`config.mk`:
```
export PLATFORM = sky130hd
export DESIGN_NAME = count_capture
export DESIGN_NICKNAME = d
export VERILOG_FILES = /design/src/rtl/count_capture_pkg.sv /design/src/rtl/seg7_decoder.sv /design/src/rtl/count_capture.sv
export SDC_FILE = /design/constraint.sdc
export NUM_CORES = 1
export LEC_CHECK = 0
export ABC_CLOCK_PERIOD_IN_PS = 1700
export BUFFER_PORTS_ARGS = -buffer_cell sky130_fd_sc_hd__buf_2
export CAP_MARGIN = 20
export CORE_AREA = 3 3 60 62
export CTS_CLUSTER_DIAMETER = 60
export DETAILED_ROUTE_END_ITERATION = 16
export DIE_AREA = 0 0 63 65
export GPL_TIMING_DRIVEN = 0
export PLACE_DENSITY = 0.72
export SETUP_SLACK_MARGIN = 0.05
export SYNTH_ARGS = -nofsm -noshare
export SYNTH_HDL_FRONTEND = slang
export SYNTH_SLANG_ARGS = --single-unit
```
`constraint.sdc`:
```
create_clock -name clk -period 1.7 [get_ports clk]
set_input_delay 0.17 -clock clk [delete_from_list [all_inputs] [get_ports clk]]
set_output_delay 0.17 -clock clk [all_outputs]
set_load 0.01 [all_outputs]
```
`src/rtl/count_capture_pkg.sv`:
```
// ------------------------------------------------------------------
// count_capture_pkg: shared constants for count_capture.
// Rev 1.0
// ------------------------------------------------------------------
`default_nettype none

package count_capture_pkg;

  localparam int c_default_stable_cycles = 3;

  // Segment order: seg[6:0] = {g,f,e,d,c,b,a}, active high.
  localparam int c_seg_a = 0;
  localparam int c_seg_b = 1;
  localparam int c_seg_c = 2;
  localparam int c_seg_d = 3;
  localparam int c_seg_e = 4;
  localparam int c_seg_f = 5;
  localparam int c_seg_g = 6;

  typedef logic [6:0] seg7_t;

  localparam seg7_t c_seg7_0 = 7'h3F;
  localparam seg7_t c_seg7_1 = 7'h06;
  localparam seg7_t c_seg7_2 = 7'h5B;
  localparam seg7_t c_seg7_3 = 7'h4F;
  localparam seg7_t c_seg7_4 = 7'h66;
  localparam seg7_t c_seg7_5 = 7'h6D;
  localparam seg7_t c_seg7_6 = 7'h7D;
  localparam seg7_t c_seg7_7 = 7'h07;
  localparam seg7_t c_seg7_8 = 7'h7F;
  localparam seg7_t c_seg7_9 = 7'h6F;
  localparam seg7_t c_seg7_a = 7'h77;
  localparam seg7_t c_seg7_b = 7'h7C;
  localparam seg7_t c_seg7_c = 7'h39;
  localparam seg7_t c_seg7_d = 7'h5E;
  localparam seg7_t c_seg7_e = 7'h79;
  localparam seg7_t c_seg7_f = 7'h71;

  localparam seg7_t c_seg7_table [16] = '{
    c_seg7_0, c_seg7_1, c_seg7_2, c_seg7_3,
    c_seg7_4, c_seg7_5, c_seg7_6, c_seg7_7,
    c_seg7_8, c_seg7_9, c_seg7_a, c_seg7_b,
    c_seg7_c, c_seg7_d, c_seg7_e, c_seg7_f
  };

endpackage

`default_nettype wire

```
`src/rtl/seg7_decoder.sv`:
```
// ------------------------------------------------------------------
// seg7_decoder: combinational hex to gfedcba 7-segment decode.
// Rev 1.0
// ------------------------------------------------------------------
`default_nettype none

module seg7_decoder
  import count_capture_pkg::*;
(
  input  logic [3:0] i_hex,
  output logic [6:0] o_seg
);

  assign o_seg = c_seg7_table[i_hex];

endmodule

`default_nettype wire

```
`src/rtl/count_capture.sv`:
```
// ------------------------------------------------------------------
// count_capture: synchronize and debounce a 4-bit ripple count, flag wraps.
// Optional seg output when COUNT_CAPTURE_SEG7_EN is defined.  Rev 1.0
// ------------------------------------------------------------------
`default_nettype none

module count_capture
  import count_capture_pkg::*;
#(
  parameter int STABLE_CYCLES = c_default_stable_cycles
) (
  input  logic       clk,
  input  logic       rst,
  input  logic [3:0] cnt_in,
  output logic [3:0] value,
  output logic       upd,
  output logic       wrap,
  output logic [7:0] wrap_count
`ifdef COUNT_CAPTURE_SEG7_EN
  ,
  output logic [6:0] seg
`endif
);

  localparam logic [3:0] c_stab_max = 4'(STABLE_CYCLES);

  logic [3:0] r_s1;
  logic [3:0] r_s2;
  logic [3:0] r_cand;
  logic [3:0] r_stab;
  logic [3:0] r_value;
  logic       r_upd;
  logic       r_wrap;
  logic [7:0] r_wrap_count;
  logic       w_accept;
  logic       w_change;

  // Acceptance fires on the edge where stab would step to STABLE_CYCLES.
  assign w_accept = (r_s2 == r_cand) && (r_stab == c_stab_max - 4'd1);
  assign w_change = w_accept && (r_cand != r_value);

  always_ff @(posedge clk or posedge rst) begin
    if (rst) begin
      r_s1         <= 4'd0;
      r_s2         <= 4'd0;
      r_cand       <= 4'd0;
      r_stab       <= 4'd0;
      r_value      <= 4'd0;
      r_upd        <= 1'b0;
      r_wrap       <= 1'b0;
      r_wrap_count <= 8'd0;
    end else begin
      r_s1   <= cnt_in;
      r_s2   <= r_s1;
      r_upd  <= 1'b0;
      r_wrap <= 1'b0;
      if (r_s2 != r_cand) begin
        r_cand <= r_s2;
        r_stab <= 4'd0;
      end else if (r_stab < c_stab_max) begin
        r_stab <= r_stab + 4'd1;
      end
      if (w_change) begin
        r_value <= r_cand;
        r_upd   <= 1'b1;
        if ((r_value == 4'd15) && (r_cand == 4'd0)) begin
          r_wrap       <= 1'b1;
          r_wrap_count <= r_wrap_count + 8'd1;
        end
      end
    end
  end

  assign value      = r_value;
  assign upd        = r_upd;
  assign wrap       = r_wrap;
  assign wrap_count = r_wrap_count;

`ifdef COUNT_CAPTURE_SEG7_EN
  logic [6:0] w_seg;
  logic [6:0] r_seg;

  // Decode the candidate so the segment register loads alongside value.
  seg7_decoder u_seg7_decoder (
    .i_hex (r_cand),
    .o_seg (w_seg)
  );

  always_ff @(posedge clk or posedge rst) begin
    if (rst) begin
      r_seg <= c_seg7_0;
    end else if (w_change) begin
      r_seg <= w_seg;
    end
  end

  assign seg = r_seg;
`endif

endmodule

`default_nettype wire

```
* Word-level counts from Yosys, hierarchy flattened
Index checks and enable logic that the tools add are counted.
** Cells by class
- Add/subtract/negate cells :: 2
- Multipliers :: 0
- Divide/modulo/power cells :: 0
- $lt $le $gt $ge :: 1
- Eq/ne operators :: 5
- Shift operators :: 0
- Muxes and demuxes :: 5
- Bitwise gates (word level) :: 0
- Reduce and logical (&&, ||, !) cells :: 6
** Operator list (number)
- $add 8x1->8 const B :: 1
- $mux 4 :: 2
- $ne 4x4->1 :: 2
- $add 4x1->4 const B :: 1
- $eq 4x2->1 const B :: 1
- $eq 4x4->1 :: 1
- $eq 4x4->1 const B :: 1
- $logic_not 4->1 :: 1
- $lt 4x2->1 const B :: 1
- $logic_and 1x1->1 :: 3
- $mux 1 :: 3
- $reduce_and 2->1 :: 1
- $reduce_bool 2->1 :: 1
** Storage, ports and cells
- Flip-flop bits (word level) :: 30
- Latch bits :: 0
- Memory bits (writable) :: 0
- Bits in read-only memories :: 0
- Output and inout port bits :: 14
- Logic and storage cells :: 27
- Memories kept :: 0

* Longest topological paths before layout
Gate-level depths: netlist (run 1).
- Depth after elaboration :: 4
- Mapped depth :: 6

* Worst setup path after synthesis (run 1)
No wires, ideal clock.
- Kind :: flip-flop to flip-flop
- From :: reg r_cand[0]
- To :: reg r_wrap_count[7], in the netlist wrap_count[7]
- Arrival :: 1629 ps
- Required time :: 1621 ps
- Path slack :: -8 ps
- Cell stages (with the launch flop) :: 6
- Buffers on the path :: 0
- Clock period less this slack :: 1708 ps
- Cells stage by stage :: dfrtp_1 > xor2_1 > nor4_4 > nand3_4 > nor4_4 > xor2_1
** Between the ends
- Longest elaborated chain between the ends :: 4
- Elaborated cells between the ends (all ways) :: 7
- Classes of those cells :: 2 x eq/ne; 5 x reduce/logical
** Ends and longest elaborated chain
- start: declaration :: RTL line count_capture.sv:29 : logic [3:0] r_cand;
- start signal: assignment :: RTL line count_capture.sv:58 : r_cand <= r_s2;
- $eq 4x4->1 :: RTL line count_capture.sv:39 : assign w_accept = (r_s2 == r_cand) && (r_stab == c_stab_max - 4'd1);
- $logic_and 1x1->1 :: RTL line count_capture.sv:39
- $logic_and 1x1->1 :: RTL line count_capture.sv:40 : assign w_change = w_accept && (r_cand != r_value);
- $reduce_and 2->1 (no source line) (*)
- end signal: assignment :: RTL line count_capture.sv:68 : r_wrap_count <= r_wrap_count + 8'd1;
- end: declaration :: RTL line count_capture.sv:34 : logic [7:0] r_wrap_count;
Every way passes the cells marked *; elsewhere a longest branch is shown, timed or not.
A chain may end at the register's enable or synchronous reset.

* Worst setup path in the final report (run 1)
- From :: reg r_cand[0]
- To :: reg r_wrap_count[6], in the netlist wrap_count[6]
Same word-level chain as after synthesis.

==> results of run 1 <==
area by class of cell:
| type | count | area share |
|---|---|---|
| well taps | 44 | 0.0350 |
| multi-input cells | 49 | 0.301 |
| flip-flops and latches | 30 | 0.478 |
| clock buffers | 7 | 0.0286 |
| inverters | 6 | 0.0143 |
| plain buffers | 4 | 0.00955 |
| repair buffers | 30 | 0.134 |
Yosys cell counts (2+ instances only):
library cell,count
dfrtp_1,30
nor2_1,2
nand2_1,3
mux2_2,5
and2_2,4
inv_1,6
xnor2_1,8
nor4_4,2
xor2_1,8
nor3_1,2
nand4_1,2
clkbuf_1,4
nor4_2,2
ha_1,3
nand3_1,3
report_power, final:
| group | switching, mW | internal (mW) |
|---|---|---|
| clock network | 0.222 | 0.156 |
| logic | 0.0381 | 0.0419 |
| registers | 0.0145 | 0.731 |
| total | 0.275 | 0.928 |
cell families (layout without fill, tap and decap cells):
group	Yosys count	in the layout
XOR/XNOR	16	16
buffers and inverters	10	47
adder cells (fa/ha/maj)	3	3
AND/OR/NAND/NOR	24	24
multiplexers	6	6
flip-flops	30	30
through the flow:
stage                     instances  utilization  total power, mW  setup WS, ns  setup TNS (ns)
after floorplan                  89            -            0.797        0.0423               0
after global placement          152        0.453            0.811        -0.108          -0.481
after detailed placement        152        0.453            0.815        -0.116          -0.654
after CTS                       167        0.495             1.22        0.0334               0
after global routing            170        0.511             1.28       -0.0763          -0.283
final                           170        0.511             1.20        0.0337               0
sequential cells by signal, indices dropped and copies added, names as in the netlist:
signal	cells
r_s2	4
r_s1	4
wrap_count	8
r_stab	4
r_cand	4
wrap	1
upd	1
value	4
critical path, cell delays in order (launching register included):
cell and delay [ns]:
dfrtp_1 0.41, xor2_1 0.20, nor4_4 0.27, buf_4 0.17, nand3_4 0.16, nor4_4 0.21
xor2_1 0.18
final timing paths:
path                                       start                        end  slack (ns)  cells past startpoint
setup reg to reg           r_cand[0]$_DFFE_PP0N_  wrap_count[6]$_DFFE_PP0P_        0.03                      6
min in group clk               r_s1[1]$_DFF_PP0_          r_s2[1]$_DFF_PP0_        0.35                      0
hold / removal                               rst  wrap_count[4]$_DFFE_PP0P_        0.33                      3
max in group asynchronous                    rst      r_cand[3]$_DFFE_PP0N_        0.94                      4
setup / recovery           r_cand[0]$_DFFE_PP0N_  wrap_count[6]$_DFFE_PP0P_        0.03                      6
hold reg to reg                r_s1[1]$_DFF_PP0_          r_s2[1]$_DFF_PP0_        0.35                      0
metal layers:
layer	up-vias	GRT usage
met4	0	0.0744
met3	6	0.0485
met1	383	0.128
met2	18	0.198
met5	-	0
li1	362	-
timing repair:
| action | 4_1_cts | 5_1_grt |
|---|---|---|
| setup endpoints to repair | 10 | 11 |
| buffers inserted | 4 | 1 |
| pin swaps | 2 | 0 |
| hold endpoints to repair | 4 | 5 |
| resized for setup | 2 | 2 |
| hold buffers | 4 | 1 |
==> results.json, run 1 <==
{
  "status": "completed",
  "grt_pass1_wl_mm": 3.65,
  "drt_iter0_drc": 11,
  "max_slew_margin": 0.733,
  "wl_met3_um": 116,
  "cts_root_buf": "clkbuf_4",
  "cts_buffer_depth": 2,
  "ys_ff_latch": 30,
  "async_flop_share": 1.00,
  "via_count": 769,
  "arrival_ns": 1.91,
  "firstDrtPassIters": 2,
  "numCtsBuffers": 5,
  "hold_viol": 0,
  "ys_warn_count": 0,
  "cts_sinks": 30,
  "grt.total_usage": 0.120,
  "synth_top_family_by_area": "simple AND/OR/NAND/NOR gates",
  "met1Wirelength_um": 882,
  "synth_top_cells_by_area": "dfrtp_1 61%, xnor2_1 5.7%, xor2_1 5.7%",
  "dpl-instance-area_mm2": 0.00140,
  "worstMarginPinSlew_ns": 0.398,
  "htreeDepth": 2,
  "hold_ws_ns": 0.328,
  "power_leakage_nw": 0.812,
  "top_layer_used": "met4",
  "stdcell_area_mm2": 0.00157,
  "synth_area_mm2": 0.00123,
  "finalSetupViolCount": 0,
  "num_rows": 20,
  "avgViaCountPerCell": 4.52,
  "rsz0062_at_grt": "yes",
  "die_y_um": 65,
  "post-route-min-period_ns": 1.67,
  "synth_area_leader_cell": "dfrtp_1",
  "ir_drop_mv": 0.546,
  "grt_pass1_vias": 815,
  "core_area_mm2": 0.00308,
  "multi_input_area_um2": 473,
  "worstSetupPathType": "register to register",
  "final_common_cell": "dfrtp_1",
  "die_area_mm2": 0.00410,
  "antenna_cells": 0,
  "syn_avg_cell_area_um2": 13.8,
  "seqCellArea_um2": 752,
  "ys_seq_area_frac": 0.612,
  "clkLatencyLatePin_ns": 0.32,
  "drc": 0,
  "fin_skew_ns": 0.00795,
  "wl_met2_mm": 1.06,
  "ant_nets": 0,
  "finalWeightedCongestion": 0.708,
  "synth.distinct_cells": 20,
  "worstHoldPathType": "input port to asynchronous set/reset pin",
  "required_ns": 1.95,
  "hpwl_mm": 1.35,
  "synth_xor_area_frac": 0.114,
  "synth_fa_ha_area_frac": 0.0306,
  "syn-instance-count": 89,
  "drive_gt1_frac": 0.389,
  "synth.net_count": 98,
  "synth_edf_count": 0,
  "overflow": 0,
  "synth_compound_gate_area_share": 0,
  "io_buffers": 19,
  "yosys_most_used_dff": "dfrtp_1",
  "ioPinCount": 20,
  "cts_tree": "built",
  "nFillCells": 280,
  "start_kind": "register",
  "cp_max_fo": 8,
  "clk_pin_slew_ns": 0.09,
  "grt_max_degree": 31,
  "fmax_mhz": 600,
  "area_delta_synth_final_pct": 28.3,
  "maxSlewViolCount": 0,
  "wirelength_mm": 2.10,
  "initial_utilization": 0.398,
  "p_per_area_mw_per_mm2": 765,
  "end_kind": "register",
  "antenna_found_initial": 0,
  "wl_per_cell_um": 12.4,
  "max_cap_violations": 0,
  "finalCritPeriodShare": 0.980,
  "synthMuxAreaShare": 0.0541,
  "fin_nets": 135,
  "die_x_um": 63,
  "most-common-layout-cells": "29 x dfrtp_1, 19 x buf_2, 8 x xor2_1, 8 x xnor2_1",
  "synth-simple-area-share": 0.158,
  "synth_top_area_share": 0.612
}
Note: power is estimated with default switching activity, not from simulation.
==> run 2: changes to the inputs <==
Settings changed: RECOVER_POWER set to 50.
==> run 2 against run 1 <==
Effect of this change: clock-buffer cell count stayed put; largest cell class unchanged; critical endpoint is now wrap_count[7]$_DFFE_PP0P_; first-iteration DRC count stayed put; sequential cell count stayed put; register-to-register slack hardly changed; die area stayed put; sequential share of layout area is 0.69 points higher; clock skew hardly changed; clock power hardly changed; power is 0.63% lower.
==> results.json, run 2 (synthesis results as in run 1) <==
{
  "critPathSlowestCell": "dfrtp_1",
  "drt_iter0_drc": 11,
  "sw_frac_of_total": 0.228,
  "io_buffers": 19,
  "initial_utilization": 0.398,
  "max_stage_delay_ns": 0.41,
  "wirelength_mm": 2.10,
  "worstMarginPinSlew_ns": 0.605,
  "clkLatencyLatePin_ns": 0.32,
  "cts_root_buf": "clkbuf_4",
  "status": "completed",
  "die_area_mm2": 0.00410,
  "finalSetupViolCount": 0,
  "ant_nets": 0,
  "arrival_ns": 1.92,
  "numCtsBuffers": 5,
  "rr_startpoint": "r_cand[0]$_DFFE_PP0N_",
  "die_x_um": 63,
  "most-common-layout-cells": "29 x dfrtp_1, 19 x buf_2, 8 x xor2_1, 8 x xnor2_1",
  "grt_max_degree": 31,
  "num_rows": 20,
  "fin_skew_ns": 0.00776,
  "final_common_cell": "dfrtp_1",
  "power.internal_uw": 922,
  "antenna_cells": 0,
  "start_kind": "register",
  "max_slew_margin": 0.596,
  "power_leakage_nw": 0.804,
  "setup_tns_ns": 0,
  "worstSetupPathType": "register to register",
  "wl_per_cell_um": 12.3,
  "fin_ws_ns": 0.0302,
  "htreeDepth": 2,
  "area_delta_synth_final_pct": 26.4,
  "cts_sinks": 30,
  "power_frac_clock": 0.315,
  "fin_nets": 135,
  "post-route-min-period_ns": 1.67,
  "max_cap_violations": 0,
  "maxSlewViolCount": 0,
  "rsz0062_at_grt": "yes",
  "largest_reg_flops": 8,
  "power_switching_uw": 273,
  "worstHoldPathType": "input port to asynchronous set/reset pin",
  "overflow": 0,
  "fmax_mhz": 599,
  "finalCritPeriodShare": 0.982,
  "cts_buffer_depth": 2,
  "ioPinCount": 20,
  "worstSetupStartpoint": "r_cand[0]$_DFFE_PP0N_",
  "ir_drop_mv": 0.546,
  "hold_viol": 0,
  "hpwl_mm": 1.35,
  "combPwrFrac": 0.061,
  "drive_gt1_frac": 0.389,
  "drc": 0,
  "grt_pass1_vias": 815,
  "cp.buffers_inverters": 1,
  "avgViaCountPerCell": 4.49,
  "crit_family": "simple AND/OR/NAND/NOR gates",
  "grt_pass1_wl_mm": 3.65,
  "pwr-share-seq": 0.623,
  "cts_tree": "built",
  "firstDrtPassIters": 2,
  "power.total_mw": 1.20,
  "grt.total_usage": 0.120,
  "via_count": 764,
  "core_area_mm2": 0.00308,
  "finalWeightedCongestion": 0.708,
  "cp_max_fo": 8,
  "clk_pin_slew_ns": 0.09,
  "die_y_um": 65,
  "p_per_area_mw_per_mm2": 771,
  "crit_chain": "xor2_1 > nor4_4 > buf_4 > nand3_4 > nor4_4 > xor2_1",
  "required_ns": 1.95,
  "pre_cts_slack_ns": -0.116,
  "end_kind": "register",
  "antenna_found_initial": 0
}
-- run 2: timing repair --
item                                    4_1_cts  5_1_grt
endpoints found under the setup margin       10       11
cloned                                        0        0
endpoints found under the hold margin         4        5
resized for setup                             2        2
setup buffers                                 4        1
hold buffers                                  4        1
pin swaps                                     2        0
-- run 2: per-stage QoR --
stage / util / instance area, um2 / hold WS, ns / instances
finish: 0.504 / 1550 / 0.288 / 170
global route: 0.504 / 1550 / 0.296 / 170
CTS: 0.495 / 1520 / 0.135 / 167
detailed placement: 0.453 / 1400 / 0.280 / 152
global placement: 0.453 / 1400 / 0.278 / 152
floorplan: - / 1240 / 0.201 / 89
-- run 2: layout make-up --
| cell class | count | area (um2) |
|---|---|---|
| multi-input combinational | 49 | 473 |
| tap | 44 | 55.1 |
| clock buffer | 7 | 45.0 |
| fill | 283 | 1530 |
| timing repair buffer | 30 | 188 |
| buffer | 4 | 15.0 |
| inverter | 6 | 22.5 |
| sequential | 30 | 752 |
-- run 2: tightest hold or removal path, stage by stage --
cell and delay (ns):
dlygate4sd3_1 0.53, buf_2 0.11, inv_1 0.17
-- run 2: power by group through the flow --
stage          Combinational (mW)  Clock (mW)  Sequential, mW
2_1_floorplan              0.0408           0           0.756
4_1_cts                    0.0717       0.401           0.744
5_1_grt                    0.0826       0.439           0.748
3_5_place_dp               0.0559           0           0.759
3_3_place_gp               0.0537           0           0.757
6_report                   0.0732       0.377           0.745
-- run 2: path summary, 6_finish.rpt --
kind                                              to  slack, ns  cells past startpoint
setup / recovery           wrap_count[7]$_DFFE_PP0P_       0.03                      6
hold / removal             wrap_count[4]$_DFFE_PP0P_       0.29                      3
setup reg to reg           wrap_count[7]$_DFFE_PP0P_       0.03                      6
hold reg to reg                    r_s2[1]$_DFF_PP0_       0.35                      0
max in group asynchronous      r_cand[3]$_DFFE_PP0N_       0.54                      4
min in group clk                   r_s2[1]$_DFF_PP0_       0.35                      0
-- run 2: layer usage --
layer	routed length [um]	GRT usage	share of wire	up-vias
met5	0	0	0	-
met4	44	0.0744	0.021	0
met3	116	0.0485	0.055	6
met2	1060	0.198	0.50	18
met1	880	0.128	0.42	380
li1	-	-	-	360
==> run 3: changes to the inputs <==
Settings changed: CORE_AREA 3 3 60 62 to 2 2 65 67, DIE_AREA 0 0 63 65 to 0 0 67 69, PLACE_DENSITY 0.72 to 0.63.
==> run 3 against run 2 <==
Effect of this change: via count shrank 0.13%; largest power group unchanged; clock skew shrank 0.00079 ns; critical path type unchanged; sequential power is essentially flat.
==> results.json, run 3 (synthesis results as in run 1) <==
{
  "wirelength_mm": 2.15,
  "dpl-instance-area_mm2": 0.00140,
  "initial_utilization": 0.313,
  "drive_gt1_frac": 0.394,
  "end_kind": "register",
  "grt_max_degree": 31,
  "stdcell_area_mm2": 0.00168,
  "finalWeightedCongestion": 0.708,
  "cts_root_buf": "clkbuf_8",
  "antenna_cells": 0,
  "cts_tree": "built",
  "grt.total_usage": 0.107,
  "numCtsBuffers": 5,
  "firstDrtPassIters": 2,
  "setup_tns_ns": 0,
  "status": "completed",
  "start_kind": "register",
  "grt_pass1_wl_mm": 3.70,
  "largest_reg_flops": 8,
  "power_leakage_nw": 0.831,
  "arrival_ns": 1.88,
  "maxSlewViolCount": 0,
  "final_common_cell": "dfrtp_1",
  "most-common-layout-cells": "29 x dfrtp_1, 14 x buf_2, 11 x clkbuf_1",
  "cts_sinks": 30,
  "io_buffers": 19,
  "worstSetupPathType": "register to register",
  "finalSetupViolCount": 0,
  "clk_pin_slew_ns": 0.06,
  "rrSetupSlack_ns": 0.02,
  "hold_viol": 0,
  "die_y_um": 69,
  "p_per_area_mw_per_mm2": 806,
  "cp_max_fo": 4,
  "dp.cells": 158,
  "avgViaCountPerCell": 4.19,
  "fmax_mhz": 595,
  "fin_skew_ns": 0.00697,
  "nFillCells": 391,
  "grt_pass1_vias": 834,
  "ioPinCount": 20,
  "clkLatencyLatePin_ns": 0.28,
  "worstHoldPathType": "register to register",
  "htreeDepth": 2,
  "fin_nets": 141,
  "drc": 0,
  "wl_per_cell_um": 11.8,
  "hpwl_mm": 1.39,
  "antenna_found_initial": 0,
  "cts_buffer_depth": 2,
  "num_rows": 23,
  "max_slew_margin": 0.606,
  "required_ns": 1.90,
  "die_area_mm2": 0.00462,
  "post-route-min-period_ns": 1.68,
  "area_delta_synth_final_pct": 36.8,
  "worstMarginPinSlew_ns": 0.590,
  "via_count": 763,
  "overflow": 0,
  "final_cells": 182,
  "die_x_um": 67,
  "ant_nets": 0,
  "finalCritPeriodShare": 0.988,
  "max_cap_violations": 0,
  "rsz0062_at_grt": "yes",
  "ir_drop_mv": 0.595,
  "core_area_mm2": 0.00391,
  "drt_iter0_drc": 10
}
run 3: changes by cell type in the layout (fill, tap and decap cells not counted), moves of 5 or more:
cell / previous run / this run
buf_2: 19 / 14
buf_4: 5 / 10
clkbuf_1: 6 / 11
clkbuf_4: 5 / 0
clkbuf_8: 0 / 5
run 3: final cells by class:
| type | count | area [um2] | share of cell area |
|---|---|---|---|
| Buffer | 4 | 15.0 | 0.00895 |
| Timing Repair Buffer | 36 | 253 | 0.151 |
| Inverter | 6 | 22.5 | 0.0134 |
| Multi-Input combinational cell | 49 | 497 | 0.296 |
| Sequential cell | 30 | 752 | 0.448 |
| Clock buffer | 7 | 76.3 | 0.0455 |
| Tap cell | 50 | 62.6 | 0.0373 |
run 3: final timing paths:
kind,from,end,depth (start not counted)
max,r_cand[2]$_DFFE_PP0N_,wrap_count[5]$_DFFE_PP0P_,6
min in group asynchronous,rst,r_cand[0]$_DFFE_PP0N_,3
min,r_s1[1]$_DFF_PP0_,r_s2[1]$_DFF_PP0_,0
min reg2reg,r_s1[1]$_DFF_PP0_,r_s2[1]$_DFF_PP0_,0
max reg2reg,r_cand[2]$_DFFE_PP0N_,wrap_count[5]$_DFFE_PP0P_,6
max in group asynchronous,rst,r_cand[2]$_DFFE_PP0N_,4
run 3: critical path, cell delays in order, from the launching register on:
cell and delay, ns:
dfrtp_2 0.43, xor2_1 0.17, nor4_4 0.35, nand3_4 0.13, buf_4 0.15, nor3_2 0.20, xnor2_1 0.15
run 3: repair_timing:
action,CTS,global route
hold endpoints to repair,4,13
resized for setup,5,4
buffers inserted,5,6
pin swaps,7,7
endpoints found under the setup margin,10,10
hold buffers,4,1
run 3: per-stage QoR:
step / setup WS, ns / power [mW] / hold slack [ns] / util
floorplan: 0.0423 / 0.797 / 0.201 / -
global placement: -0.104 / 0.811 / 0.278 / 0.358
detailed placement: -0.118 / 0.815 / 0.279 / 0.358
CTS: 0.00928 / 1.36 / 0.210 / 0.405
global route: -0.0556 / 1.42 / 0.356 / 0.429
finish: 0.0198 / 1.35 / 0.346 / 0.429
run 3: metal layers:
| metal | GRT usage | part of all wire | up-vias |
|---|---|---|---|
| li1 | - | - | 373 |
| met1 | 0.128 | 0.43 | 368 |
| met2 | 0.168 | 0.51 | 19 |
| met3 | 0.0457 | 0.051 | 3 |
| met4 | 0.0408 | 0.014 | 0 |
| met5 | 0 | 0 | - |
run 3: where the power goes:
part           switching, mW  total (mW)  internal [mW]
Combinational         0.0393      0.0844         0.0451
Clock                  0.240       0.521          0.281
Sequential            0.0144       0.747          0.732
Total                  0.294        1.35           1.06
